`config.mk`:
```
export PLATFORM = sky130hd
export DESIGN_NAME = ocd_frame_uart_tx
export DESIGN_NICKNAME = d
export VERILOG_FILES = /design/src/rtl/ocd_frame_uart_tx.sv
export SDC_FILE = /design/constraint.sdc
export NUM_CORES = 1
export LEC_CHECK = 0
export CAP_MARGIN = 20
export CORE_ASPECT_RATIO = 0.75
export CORE_MARGIN = 5
export CORE_UTILIZATION = 25
export CTS_CLUSTER_DIAMETER = 80
export DETAILED_ROUTE_END_ITERATION = 7
export PLACE_DENSITY = 0.45
export SLEW_MARGIN = 25
export SYNTH_ARGS = -nofsm -noshare
export SYNTH_HDL_FRONTEND = slang
export SYNTH_SLANG_ARGS = --single-unit
export TNS_END_PERCENT = 1
```
`constraint.sdc`:
```
create_clock -name clk -period 4.7 [get_ports clk]
set_input_delay 0.94 -clock clk [delete_from_list [all_inputs] [get_ports clk]]
set_output_delay 0.94 -clock clk [all_outputs]
set_load 0.005 [all_outputs]
```
`src/rtl/ocd_frame_uart_tx.sv`:
```
// OCD debug-link initiator: builds a 12-byte command frame (sync, cmd, addr,
// data, XOR checksum) and shifts it out as back-to-back 8N1 UART characters.
module ocd_frame_uart_tx #(
  parameter int          BAUD_PERIOD = 868,
  parameter logic [7:0]  SYNC0       = 8'h5A,
  parameter logic [7:0]  SYNC1       = 8'hA5
) (
  input  logic        clk,
  input  logic        reset,
  input  logic        start,
  input  logic [7:0]  cmd,
  input  logic [31:0] addr,
  input  logic [31:0] data,
  output logic        busy,
  output logic        done,
  output logic        TXD
);

  typedef enum logic [1:0] {IDLE, START_BIT, DATA_BITS, STOP_BIT} state_t;

  localparam logic [15:0] BAUD_LAST = 16'(BAUD_PERIOD - 1);
  localparam logic [3:0]  LAST_BYTE = 4'd11;

  state_t      r_state, w_state_next;
  logic [15:0] r_baud_cnt, w_baud_cnt_next;
  logic [2:0]  r_bit_idx, w_bit_idx_next;
  logic [3:0]  r_byte_idx, w_byte_idx_next;
  logic [7:0]  r_cmd, r_chk;
  logic [31:0] r_addr, r_data;
  logic        r_txd, r_busy, r_done;
  logic        w_accept, w_baud_last, w_txd_next, w_done_next;
  logic [7:0]  w_tx_byte;

  assign w_accept    = start && !r_busy;
  assign w_baud_last = (r_baud_cnt == BAUD_LAST);

  // NOTE: sequential state uses non-blocking assignments so every flop sees pre-edge values.
  always_ff @(posedge clk or posedge reset) begin
    if (reset) begin
      r_state    <= IDLE;
      r_baud_cnt <= '0;
      r_bit_idx  <= '0;
      r_byte_idx <= '0;
    end else begin
      r_state    <= w_state_next;
      r_baud_cnt <= w_baud_cnt_next;
      r_bit_idx  <= w_bit_idx_next;
      r_byte_idx <= w_byte_idx_next;
    end
  end

  // NOTE: every always_comb output gets a default first so no latch is inferred.
  always_comb begin
    w_state_next    = r_state;
    w_baud_cnt_next = r_baud_cnt;
    w_bit_idx_next  = r_bit_idx;
    w_byte_idx_next = r_byte_idx;
    case (r_state)
      IDLE: begin
        w_baud_cnt_next = '0;
        w_bit_idx_next  = '0;
        w_byte_idx_next = '0;
        if (w_accept) w_state_next = START_BIT;
      end
      START_BIT: begin
        if (w_baud_last) begin
          w_baud_cnt_next = '0;
          w_state_next    = DATA_BITS;
        end else begin
          w_baud_cnt_next = r_baud_cnt + 16'd1;
        end
      end
      DATA_BITS: begin
        if (w_baud_last) begin
          w_baud_cnt_next = '0;
          if (r_bit_idx == 3'd7) begin
            w_bit_idx_next = '0;
            w_state_next   = STOP_BIT;
          end else begin
            w_bit_idx_next = r_bit_idx + 3'd1;
          end
        end else begin
          w_baud_cnt_next = r_baud_cnt + 16'd1;
        end
      end
      STOP_BIT: begin
        if (w_baud_last) begin
          w_baud_cnt_next = '0;
          if (r_byte_idx == LAST_BYTE) begin
            w_byte_idx_next = '0;
            w_state_next    = IDLE;
          end else begin
            w_byte_idx_next = r_byte_idx + 4'd1;
            w_state_next    = START_BIT;
          end
        end else begin
          w_baud_cnt_next = r_baud_cnt + 16'd1;
        end
      end
      default: w_state_next = IDLE;
    endcase
  end

  // TXD is registered, so it is derived from the next state and next indices.
  always_comb begin
    w_tx_byte = 8'hFF;
    case (w_byte_idx_next)
      4'd0:    w_tx_byte = SYNC0;
      4'd1:    w_tx_byte = SYNC1;
      4'd2:    w_tx_byte = r_cmd;
      4'd3:    w_tx_byte = r_addr[31:24];
      4'd4:    w_tx_byte = r_addr[23:16];
      4'd5:    w_tx_byte = r_addr[15:8];
      4'd6:    w_tx_byte = r_addr[7:0];
      4'd7:    w_tx_byte = r_data[31:24];
      4'd8:    w_tx_byte = r_data[23:16];
      4'd9:    w_tx_byte = r_data[15:8];
      4'd10:   w_tx_byte = r_data[7:0];
      4'd11:   w_tx_byte = r_chk;
      default: w_tx_byte = 8'hFF;
    endcase
    case (w_state_next)
      START_BIT: w_txd_next = 1'b0;
      DATA_BITS: w_txd_next = w_tx_byte[w_bit_idx_next];
      default:   w_txd_next = 1'b1;
    endcase
    w_done_next = (r_state == STOP_BIT) && w_baud_last && (r_byte_idx == LAST_BYTE);
  end

  always_ff @(posedge clk or posedge reset) begin
    if (reset) begin
      r_txd  <= 1'b1;
      r_busy <= 1'b0;
      r_done <= 1'b0;
      r_cmd  <= '0;
      r_addr <= '0;
      r_data <= '0;
      r_chk  <= '0;
    end else begin
      r_txd  <= w_txd_next;
      r_busy <= (w_state_next != IDLE);
      r_done <= w_done_next;
      if (w_accept) begin
        r_cmd  <= cmd;
        r_addr <= addr;
        r_data <= data;
        r_chk  <= cmd ^ addr[31:24] ^ addr[23:16] ^ addr[15:8] ^ addr[7:0]
                      ^ data[31:24] ^ data[23:16] ^ data[15:8] ^ data[7:0];
      end
    end
  end

  assign TXD  = r_txd;
  assign busy = r_busy;
  assign done = r_done;

endmodule

```
==> results of run 1 <==
==> critical path: cells and delay by family (launching register included) <==
family | cells | cell delay [ns]
AOI/OAI and AO/OA | 5 | 1.26
adders and majority gates | 1 | 0.39
buffers and inverters | 1 | 0.08
DFF | 1 | 0.40
muxes | 1 | 0.55
and+or+nand+nor | 3 | 0.70
==> cell families after synthesis <==
logic type / share of synthesized area (%)
and+or+nand+nor: 23.7
buffers and inverters: 3.57
AOI/OAI and AO/OA: 12.1
adders and majority gates: 1.70
muxes: 1.66
xor gates and xnor gates: 11.4
DFF: 45.9
==> how the worst min path moves through the flow <==
| stage | startpoint | to | slack (ns) | cells after the start |
|---|---|---|---|---|
| 2_1_floorplan | r_data[28]$_DFFE_PP0P_ | r_data[28]$_DFFE_PP0P_ | 0.44 | 2 |
| 6_report | r_data[31]$_DFFE_PP0P_ | r_data[31]$_DFFE_PP0P_ | 0.48 | 2 |
| 5_1_grt | r_addr[17]$_DFFE_PP0P_ | r_addr[17]$_DFFE_PP0P_ | 0.51 | 2 |
| 3_3_place_gp | r_data[31]$_DFFE_PP0P_ | r_data[31]$_DFFE_PP0P_ | 0.46 | 2 |
| 3_5_place_dp | r_cmd[7]$_DFFE_PP0P_ | r_cmd[7]$_DFFE_PP0P_ | 0.46 | 2 |
| 4_1_cts | r_data[31]$_DFFE_PP0P_ | r_data[31]$_DFFE_PP0P_ | 0.49 | 2 |
==> registers in the layout, summed over array words and instances, names as in the netlist <==
| name | cells |
|---|---|
| TXD | 1 |
| busy | 1 |
| done | 1 |
| r_addr | 32 |
| r_baud_cnt | 16 |
| r_bit_idx | 3 |
| r_byte_idx | 4 |
| r_chk | 8 |
| r_cmd | 8 |
| r_data | 32 |
| r_state | 2 |
==> final cells by class <==
type                            instances  area [um2]  area share (%)
Tap cell                              300         375            5.15
Timing Repair Buffer                   84         836            11.5
Clock inverter                          7        92.6            1.27
Sequential cell                       108        2700            37.1
Clock buffer                            9         225            3.09
Multi-Input combinational cell        510        3000            41.2
Inverter                               12        47.5           0.653
==> metal layers <==
layer | up-vias | share of wire (%) | wire length, um | global-route usage (%)
met5 | - | 0 | 0 | 0
met4 | 0 | 1.7 | 269 | 3.07
met3 | 15 | 3.3 | 528 | 2.47
met2 | 82 | 47 | 7540 | 19.8
met1 | 2261 | 49 | 7850 | 17.0
li1 | 2349 | - | - | -
==> synth_stat cells (6+ instances only) <==
library cell and instances:
o21ai_0 19, xor2_1 18, nor2_1 24, dfrtp_1 107, a22oi_1 14, inv_1 11, buf_2 9, nand2b_1 6
xnor2_1 59, a22o_1 6, ha_1 8, nand3_1 15, a222oi_1 8, a21oi_1 12, nand2_1 243, clkbuf_1 21
==> report_power, final <==
group          total (mW)  leakage (nW)  internal [mW]  switching, mW
clock network       0.822         0.156          0.431          0.391
registers            1.01          1.39          0.978         0.0313
logic               0.258          1.71          0.141          0.116
==> metrics by stage <==
step | hold slack [ns] | setup WS, ns | area [um2] | power (mW) | utilization [%]
3_3_place_gp | 0.460 | 1.17 | 6960 | 1.29 | 30.1
6_report | 0.479 | 1.22 | 7280 | 2.09 | 31.5
4_1_cts | 0.485 | 1.04 | 7270 | 2.12 | 31.5
5_1_grt | 0.510 | 0.928 | 7280 | 2.18 | 31.5
3_5_place_dp | 0.464 | 1.05 | 6960 | 1.29 | 30.1
2_1_floorplan | 0.439 | 0.916 | 5890 | 1.16 | -
==> run summary, run 1 <==
outcome: finished clean
worst r2r src: r_state[0]$_DFF_PP0_
CP cell instances: inv_1 > ha_1 > nor4_1 > and4_1 > mux2_2 > a222oi_1 > nor2_1 > a21oi_1 > a21oi_1 > o311ai_0 > a32oi_1
Fin Setup TNS: 0 ns
vias in the first global route: 4797
critical path class: flip-flop to flip-flop
htree depth: 3
post-synth top area share: 45.5%
Sink Count: 108
class of the worst hold path: flip-flop to flip-flop
Initial Utilization: 25.5%
peak supply drop: 166 uV
asr flop ratio synth: 100%
via count: 4707
FF-to-FF setup slack: 1.22 ns
crit start category: flip-flop
Inst Count DP: 1014
Routed Antenna Nets: 0
Filler Cell Count: 2446
R2R cell count: 11
final wirelength: 16.2 mm
CTS Hold Bufs: 0
die height: 143 um
first-pass GRT wire length: 26.3 mm
main flop type after synthesis: dfrtp_1
Rows: 48
Post-Syn Nets: 749
Post-synth EDFFs: 0
Netlist cell types: 66
most frequent cells in the layout: nand2_1 (243), dfrtp_1 (107), clkdlybuf4s50_1 (77)
Clock transition at path regs: 0.08 ns
Iteration-0 DRC Markers: 232
RSZ-0062 raised after global routing: no
remaining routing DRC violations: 0
worst slew pin tran: 0.859 ns
most used cell along the critical path: a21oi_1
die footprint: 0.0268 mm2
Synth Instances: 666
Synth area leader: dfrtp_1
syn_area_per_cell: 8.84 um2
layout cells sized above 1: 5.75%
buffers from clock root to sink, at most: 2
HPWL Detailed: 11.9 mm
Power Dens Cells: 287 mW/mm2
# IOs: 78
CP startpoint: r_state[0]$_DFF_PP0_
vias per inst: 4.57
CP Data Required Time: 4.96 ns
CTS Root Cell: clkbuf_16
Crit Path Max Fanout: 18
Post-Route Skew: 0.0167 ns
total gr overflow: 0
Total GRT Usage: 12.2%
FMAX: 0.288 GHz
Final min period: 3.48 ns
Lkg Pwr: 3.26 nW
largest net degree at the start of global routing: 73
CP Data Arrival Time: 3.74 ns
Rel. slew slack: 42.8%
synth top area cells: dfrtp_1 (45%), nand2_1 (15%), xnor2_1 (8.8%)
Post-CTS Resized: 0
Post-CTS Setup Inserts: 0
most common cell after layout, fill and taps aside: nand2_1
# setup viols final: 0
Seq cells post-synth: 108
ANT cells: 0
sequential fraction of the synthesis area: 45.9%
max incr delay on CP: 0.55 ns
final worst-path cycle share: 74.0%
nets: 808
Cell Area, Synth: 0.00589 mm2
CTS tree: done
Critical Path End: TXD$_DFF_PP1_
Port Buf Inserts: 77
Layout area overhead: 23.6%
CTS buffer count: 9
Final Wtd Congestion: 0.813
Slew Viols, Final: 0
wire length per cell: 15.7 um
Die X: 187 um
reg2reg end: TXD$_DFF_PP1_
final hold violations: 0
Core Area: 0.0231 mm2
YS warnings: 0
clock latency on the worst-skew pair: 0.36 ns
CP max stage cell: mux2_2
Max-cap violations: 0
Post-Layout Cell Count: 1030
initial antenna violation count: 0
CP endpoint kind: flip-flop
TritonRoute pass-1 iters: 6
Power figures use the tool's default switching activity.
==> inputs of run 2 (changes only) <==
--- a/config.mk
+++ b/config.mk
@@ -11,7 +11,7 @@
 export CORE_UTILIZATION = 25
 export CTS_CLUSTER_DIAMETER = 80
 export DETAILED_ROUTE_END_ITERATION = 7
-export PLACE_DENSITY = 0.45
+export PLACE_DENSITY = 0.46
 export SLEW_MARGIN = 25
 export SYNTH_ARGS = -nofsm -noshare
 export SYNTH_HDL_FRONTEND = slang
==> constraint.sdc (replaced) <==
create_clock -name clk -period 3.1 [get_ports clk]
set_input_delay 0.62 -clock clk [delete_from_list [all_inputs] [get_ports clk]]
set_output_delay 0.62 -clock clk [all_outputs]
set_load 0.005 [all_outputs]
==> run 2 against run 1 <==
  * Flip-flop and latch count is the same
  * Core utilization is 0.50 points higher
  * First-iteration DRC count increased by 34%
  * Power is 47% higher
  * Critical endpoint unchanged
  * Wire length grew 0.99%
  * Clock power grew 39%
  * Non-clock buffer count increased by 14
  * Largest cell class unchanged
  * Design area increased by 1.6%
  * Sequential share of layout area fell by 0.58 points
  * Highest routed layer unchanged
==> run summary, run 2 (same netlist as run 1, synthesis figures left out) <==
class of the worst hold path: flip-flop to flip-flop
die height: 143 um (unchanged)
final worst-path cycle share: 93.9% (+20 points)
hold wc startpoint: r_addr[15]$_DFFE_PP0P_
final hold violations: 0 (unchanged)
FMAX: 0.344 GHz (+20%)
CP max stage cell: dfrtp_1
Rel. slew slack: 48.5% (+5.8 points)
die footprint: 0.0268 mm2 (unchanged)
final wirelength: 16.3 mm (+0.99%)
most common cell after layout, fill and taps aside: nand2_1
vias per inst: 4.62 (+1.1%)
CTS tree: done
Layout area overhead: 25.6%
Slew Viols, Final: 0 (unchanged)
max incr delay on CP: 0.44 ns (-0.11 ns)
via count: 4825 (+2.5%)
reg2reg end: TXD$_DFF_PP1_
Reg area: 0.00270 mm2 (unchanged)
Port Buf Inserts: 77 (unchanged)
most frequent cells in the layout: nand2_1 (243), dfrtp_1 (107), clkdlybuf4s50_1 (77)
final hold slack: 0.481 ns (+0.00204 ns)
HPWL Detailed: 12.2 mm (+3.0%)
Crit Path Max Fanout: 9 (-9)
Inst Count DP: 1027 (+1.3%)
area of the multi-input gates: 0.00302 mm2 (+0.46%)
CTS buffer count: 9 (unchanged)
Worst Hold Path EP: r_addr[15]$_DFFE_PP0P_
FF-to-FF setup slack: 0.19 ns (-1.03 ns)
buffers from clock root to sink, at most: 2 (unchanged)
CP cell instances: nor4b_4 > and4_4 > buf_4 > mux2i_4 > buf_4 > a22oi_1 > a211oi_1 > a311oi_1 > a211oi_1 > nor4_1 > a32oi_1
Iteration-0 DRC Markers: 310 (+34%)
Rows: 48 (unchanged)
CTS Root Cell: clkbuf_16
Final Power: 3.06 mW (+47%)
Initial Utilization: 25.5% (unchanged)
# IOs: 78 (unchanged)
nets: 822 (+1.7%)
initial antenna violation count: 0 (unchanged)
Clock transition at path regs: 0.08 ns (about the same)
CP Data Required Time: 3.37 ns (-1.59 ns)
Final min period: 2.91 ns (-0.568 ns)
Power Dens Cells: 414 mW/mm2 (+44%)
R2R cell count: 11 (unchanged)
Lkg Pwr: 3.32 nW (+1.9%)
# setup viols final: 0 (unchanged)
Sink Count: 108 (unchanged)
worst r2r src: r_baud_cnt[3]$_DFF_PP0_
worst slew pin tran: 0.772 ns (-0.0865 ns)
remaining routing DRC violations: 0 (unchanged)
layout cells sized above 1: 7.80% (+2.0 points)
total gr overflow: 0 (unchanged)
htree depth: 3 (unchanged)
Post-Route Skew: 0.0130 ns (-0.00366 ns)
largest net degree at the start of global routing: 109 (+49%)
WHS Path Cells: 2 (unchanged)
clock latency on the worst-skew pair: 0.35 ns (about the same)
Total GRT Usage: 12.4% (+0.11 points)
wire length per cell: 15.7 um (-0.36%)
outcome: finished clean
CP Data Arrival Time: 3.18 ns (-0.56 ns)
Top Registers: r_addr (32), r_data (32), r_baud_cnt (16)
ANT cells: 0 (unchanged)
critical path class: flip-flop to flip-flop
Filler Cell Count: 2421 (-1.0%)
CTS Hold Bufs: 0 (unchanged)
TritonRoute pass-1 iters: 5 (-1)
crit start category: flip-flop
vias in the first global route: 4856 (+1.2%)
Final Wtd Congestion: 0.800 (-1.7%)
first-pass GRT wire length: 26.5 mm (+1.0%)
Max-cap violations: 0 (unchanged)
CP endpoint kind: flip-flop
Die X: 187 um (unchanged)
Core Area: 0.0231 mm2 (unchanged)
peak supply drop: 261 uV (+57%)
Post-Layout Cell Count: 1044 (+1.4%)
Routed Antenna Nets: 0 (unchanged)
## run 2: cell types whose count changed in the layout (fill, tap and decap cells not counted), sizes merged
cell,change
buf,+14
bufinv,-1
clkbuf,+1
clkinv,-1
clkinvlp,+1
## run 2: timing repair
item                       in CTS  in global routing
buffers inserted                0                  1
setup endpoints to repair       0                  1
gates resized for setup         0                  8
## run 2: worst max path at each step
stage / slack, ns / startpoint / end
finish: 0.19 / r_baud_cnt[3]$_DFF_PP0_ / TXD$_DFF_PP1_
CTS: 0.04 / r_state[0]$_DFF_PP0_ / TXD$_DFF_PP1_
global route: -0.01 / r_baud_cnt[13]$_DFF_PP0_ / TXD$_DFF_PP1_
global placement: 0.14 / r_state[0]$_DFF_PP0_ / TXD$_DFF_PP1_
floorplan: 0.27 / r_state[0]$_DFF_PP0_ / TXD$_DFF_PP1_
detailed placement: 0.04 / r_state[0]$_DFF_PP0_ / TXD$_DFF_PP1_
## run 2: where the power goes
group	internal, mW	leakage (nW)	switching (mW)
combinational	0.215	1.79	0.172
sequential	1.48	1.39	0.0538
clock	0.573	0.144	0.565
total	2.27	3.32	0.791
## run 2: stage by stage
step                cell area [um2]  utilization [%]  worst slack (ns)  TNS [ns]
global placement               7080             30.6             0.143         0
floorplan                      5890                -             0.274         0
global route                   7400             32.0           -0.0130   -0.0130
finish                         7400             32.0             0.190         0
detailed placement             7080             30.6            0.0436         0
CTS                            7370             31.9            0.0404         0
## run 2: critical path, delay by kind of cell, from the launching register on
kind                   cells  cell delay [ns]
AND/OR/NAND/NOR            3             0.83
flip-flops                 1             0.44
AO/OA/AOI/OAI              5             0.91
multiplexers               1             0.27
buffers and inverters      2             0.37
## run 2: final cells by class
class                      count  share of cell area [%]
clock inverter                 6                   0.812
tap                          300                    5.07
inverter                      12                   0.659
multi-input combinational    510                    40.8
clock buffer                  10                    3.09
sequential                   108                    36.5
timing repair buffer          98                    13.1
## run 2: metal layers
metal | GRT usage [%] | vias to the layer above | wire length (um)
met3 | 2.76 | 16 | 653
met1 | 17.4 | 2325 | 7890
met2 | 19.4 | 111 | 7530
met5 | 0 | - | 0
li1 | - | 2373 | -
met4 | 3.03 | 0 | 267
==> inputs of run 3 (changes only) <==
--- a/config.mk
+++ b/config.mk
@@ -6,12 +6,13 @@
 export NUM_CORES = 1
 export LEC_CHECK = 0
 export CAP_MARGIN = 20
-export CORE_ASPECT_RATIO = 0.75
+export CORE_ASPECT_RATIO = 1.4
 export CORE_MARGIN = 5
 export CORE_UTILIZATION = 25
 export CTS_CLUSTER_DIAMETER = 80
 export DETAILED_ROUTE_END_ITERATION = 7
 export PLACE_DENSITY = 0.46
+export SKIP_LAST_GASP = 1
 export SLEW_MARGIN = 25
 export SYNTH_ARGS = -nofsm -noshare
 export SYNTH_HDL_FRONTEND = slang
==> run 3 against run 2 <==
  * Register-to-register slack lost 0.06 ns
  * Fmax down 2.1%
  * Cell count up 0.77%
  * Critical endpoint unchanged
  * Sequential share of layout area fell by 0.47 points
  * Die area barely moved
  * Critical path depth unchanged
  * Core utilization rose by 0.30 points
==> run summary, run 3 (same netlist as run 1, synthesis figures left out) <==
outcome: finished clean
die footprint: 0.0268 mm2 (about the same)
max incr delay on CP: 0.40 ns (-0.04 ns)
vias per inst: 4.57 (-1.2%)
nets: 824 (+0.24%)
total gr overflow: 0 (unchanged)
Rows: 66 (+38%)
Initial Utilization: 25.4% (-0.091 points)
worst slew pin tran: 0.615 ns (-0.157 ns)
final worst-path cycle share: 95.9% (+2.0 points)
vias in the first global route: 5127 (+5.6%)
fin area: 0.00750 mm2 (+1.3%)
Inst Count DP: 1035 (+0.78%)
Power Dens Cells: 414 mW/mm2 (+0.21%)
clock latency on the worst-skew pair: 0.35 ns (about the same)
largest net degree at the start of global routing: 89 (-18%)
Die X: 140 um (-25%)
die height: 192 um (+34%)
Final Power: 3.11 mW (+1.5%)
Rel. slew slack: 58.5% (+10 points)
CP Data Arrival Time: 3.24 ns (+0.06 ns)
crit start category: flip-flop
final hold violations: 0 (unchanged)
most used cell along the critical path: nor4_2
FMAX: 0.337 GHz (-2.1%)
Layout area overhead: 27.3%
wire length per cell: 16.3 um (+4.3%)
layout cells sized above 1: 8.45% (+0.65 points)
# IOs: 78 (unchanged)
ANT cells: 0 (unchanged)
Crit Path Max Fanout: 4 (-5)
Top Registers: r_addr (32), r_data (32), r_baud_cnt (16)
remaining routing DRC violations: 0 (unchanged)
CTS tree: done
Largest delay share family, worst path: compound AO/OA/AOI/OAI gates
CP cell instances: inv_1 > ha_1 > nor4_2 > and4_4 > mux2_2 > a222oi_1 > a221oi_2 > o41ai_2 > a41oi_1 > nor4_2 > a32oi_1
CP startpoint: r_state[0]$_DFF_PP0_
most common cell after layout, fill and taps aside: nand2_1
CP max stage cell: dfrtp_1
initial antenna violation count: 0 (unchanged)
# setup viols final: 0 (unchanged)
class of the worst hold path: flip-flop to flip-flop
WP buf/inv: 1 (-1)
Fin Setup TNS: 0 ns (unchanged)
CTS Root Cell: clkbuf_16
Final min period: 2.97 ns (+0.0610 ns)
Post-Layout Cell Count: 1052 (+0.77%)
CP endpoint kind: flip-flop
Sink Count: 108 (unchanged)
TritonRoute pass-1 iters: 5 (unchanged)
Lkg Pwr: 3.35 nW (+0.91%)
Port Buf Inserts: 77 (unchanged)
htree depth: 3 (unchanged)
hold wc startpoint: r_addr[24]$_DFFE_PP0P_
placed instance area: 0.00715 mm2 (+1.0%)
first-pass GRT wire length: 27.2 mm (+2.5%)
FF-to-FF setup slack: 0.13 ns (-0.06 ns)
peak supply drop: 324 uV (+24%)
worst r2r src: r_state[0]$_DFF_PP0_
Iteration-0 DRC Markers: 222 (-28%)
Slew Viols, Final: 0 (unchanged)
Max-cap violations: 0 (unchanged)
Total GRT Usage: 12.9% (+0.59 points)
critical path class: flip-flop to flip-flop
Routed Antenna Nets: 0 (unchanged)
HPWL Detailed: 13.1 mm (+7.0%)
via count: 4805 (-0.41%)
buffers from clock root to sink, at most: 2 (unchanged)
Post-Route Skew: 0.00561 ns (-0.00739 ns)
most frequent cells in the layout: nand2_1 (243), dfrtp_1 (107), clkdlybuf4s50_1 (77)
Clock transition at path regs: 0.07 ns (about the same)
CTS buffer count: 9 (unchanged)
Core Area: 0.0232 mm2 (+0.36%)
CP Data Required Time: 3.37 ns (about the same)
final wirelength: 17.2 mm (+5.1%)
Final Wtd Congestion: 0.848 (+6.0%)
Post-Route Utilization: 32.3% (+0.30 points)
run 3: report_power, final:
part           internal [mW]  leakage, nW  total, mW  switching [mW]
Clock                  0.591        0.149       1.17           0.574
Combinational          0.219         1.81      0.404           0.185
Sequential              1.48         1.39       1.54          0.0542
run 3: what timing repair did:
| action | 4_1_cts | 5_1_grt |
|---|---|---|
| hold buffers | 0 | 0 |
| endpoints found under the setup margin | 0 | 1 |
| gates resized for setup | 0 | 10 |
| buffers inserted | 0 | 1 |
run 3: path summary, 6_finish.rpt:
kind,to,cells past startpoint
worst min-delay path,r_addr[24]$_DFFE_PP0P_,2
worst min register to register,r_addr[24]$_DFFE_PP0P_,2
min in group asynchronous,r_baud_cnt[7]$_DFF_PP0_,2
worst max register to register,TXD$_DFF_PP1_,11
worst max-delay path,TXD$_DFF_PP1_,11
max in group asynchronous,TXD$_DFF_PP1_,3
run 3: final cells by class:
class	count	area (um2)
clock buffer	10	239
clock inverter	6	60.1
fill	2419	15700
inverter	12	48.8
multi-input combinational	510	3030
sequential	108	2700
tap	306	383
timing repair buffer	100	1030
run 3: worst register-to-register path, cell delays in order (launching register included):
cell	delay (ns)
dfrtp_1	0.40
inv_1	0.08
ha_1	0.33
nor4_2	0.16
and4_4	0.31
mux2_2	0.37
a222oi_1	0.29
a221oi_2	0.12
o41ai_2	0.33
a41oi_1	0.09
nor4_2	0.28
a32oi_1	0.13
run 3: per-stage QoR:
step | hold WS, ns | worst slack (ns)
floorplan | 0.439 | 0.274
global placement | 0.461 | 0.109
detailed placement | 0.464 | 0.0510
CTS | 0.483 | 0.0422
global route | 0.508 | -0.0122
finish | 0.477 | 0.129
run 3: per-layer routing:
layer	part of all wire (%)	vias to the layer above	GRT usage (%)
met4	2.9	0	4.77
met5	0	-	0
met2	55	89	24.5
li1	-	2377	-
met1	40	2317	14.6
met3	2.5	22	2.09
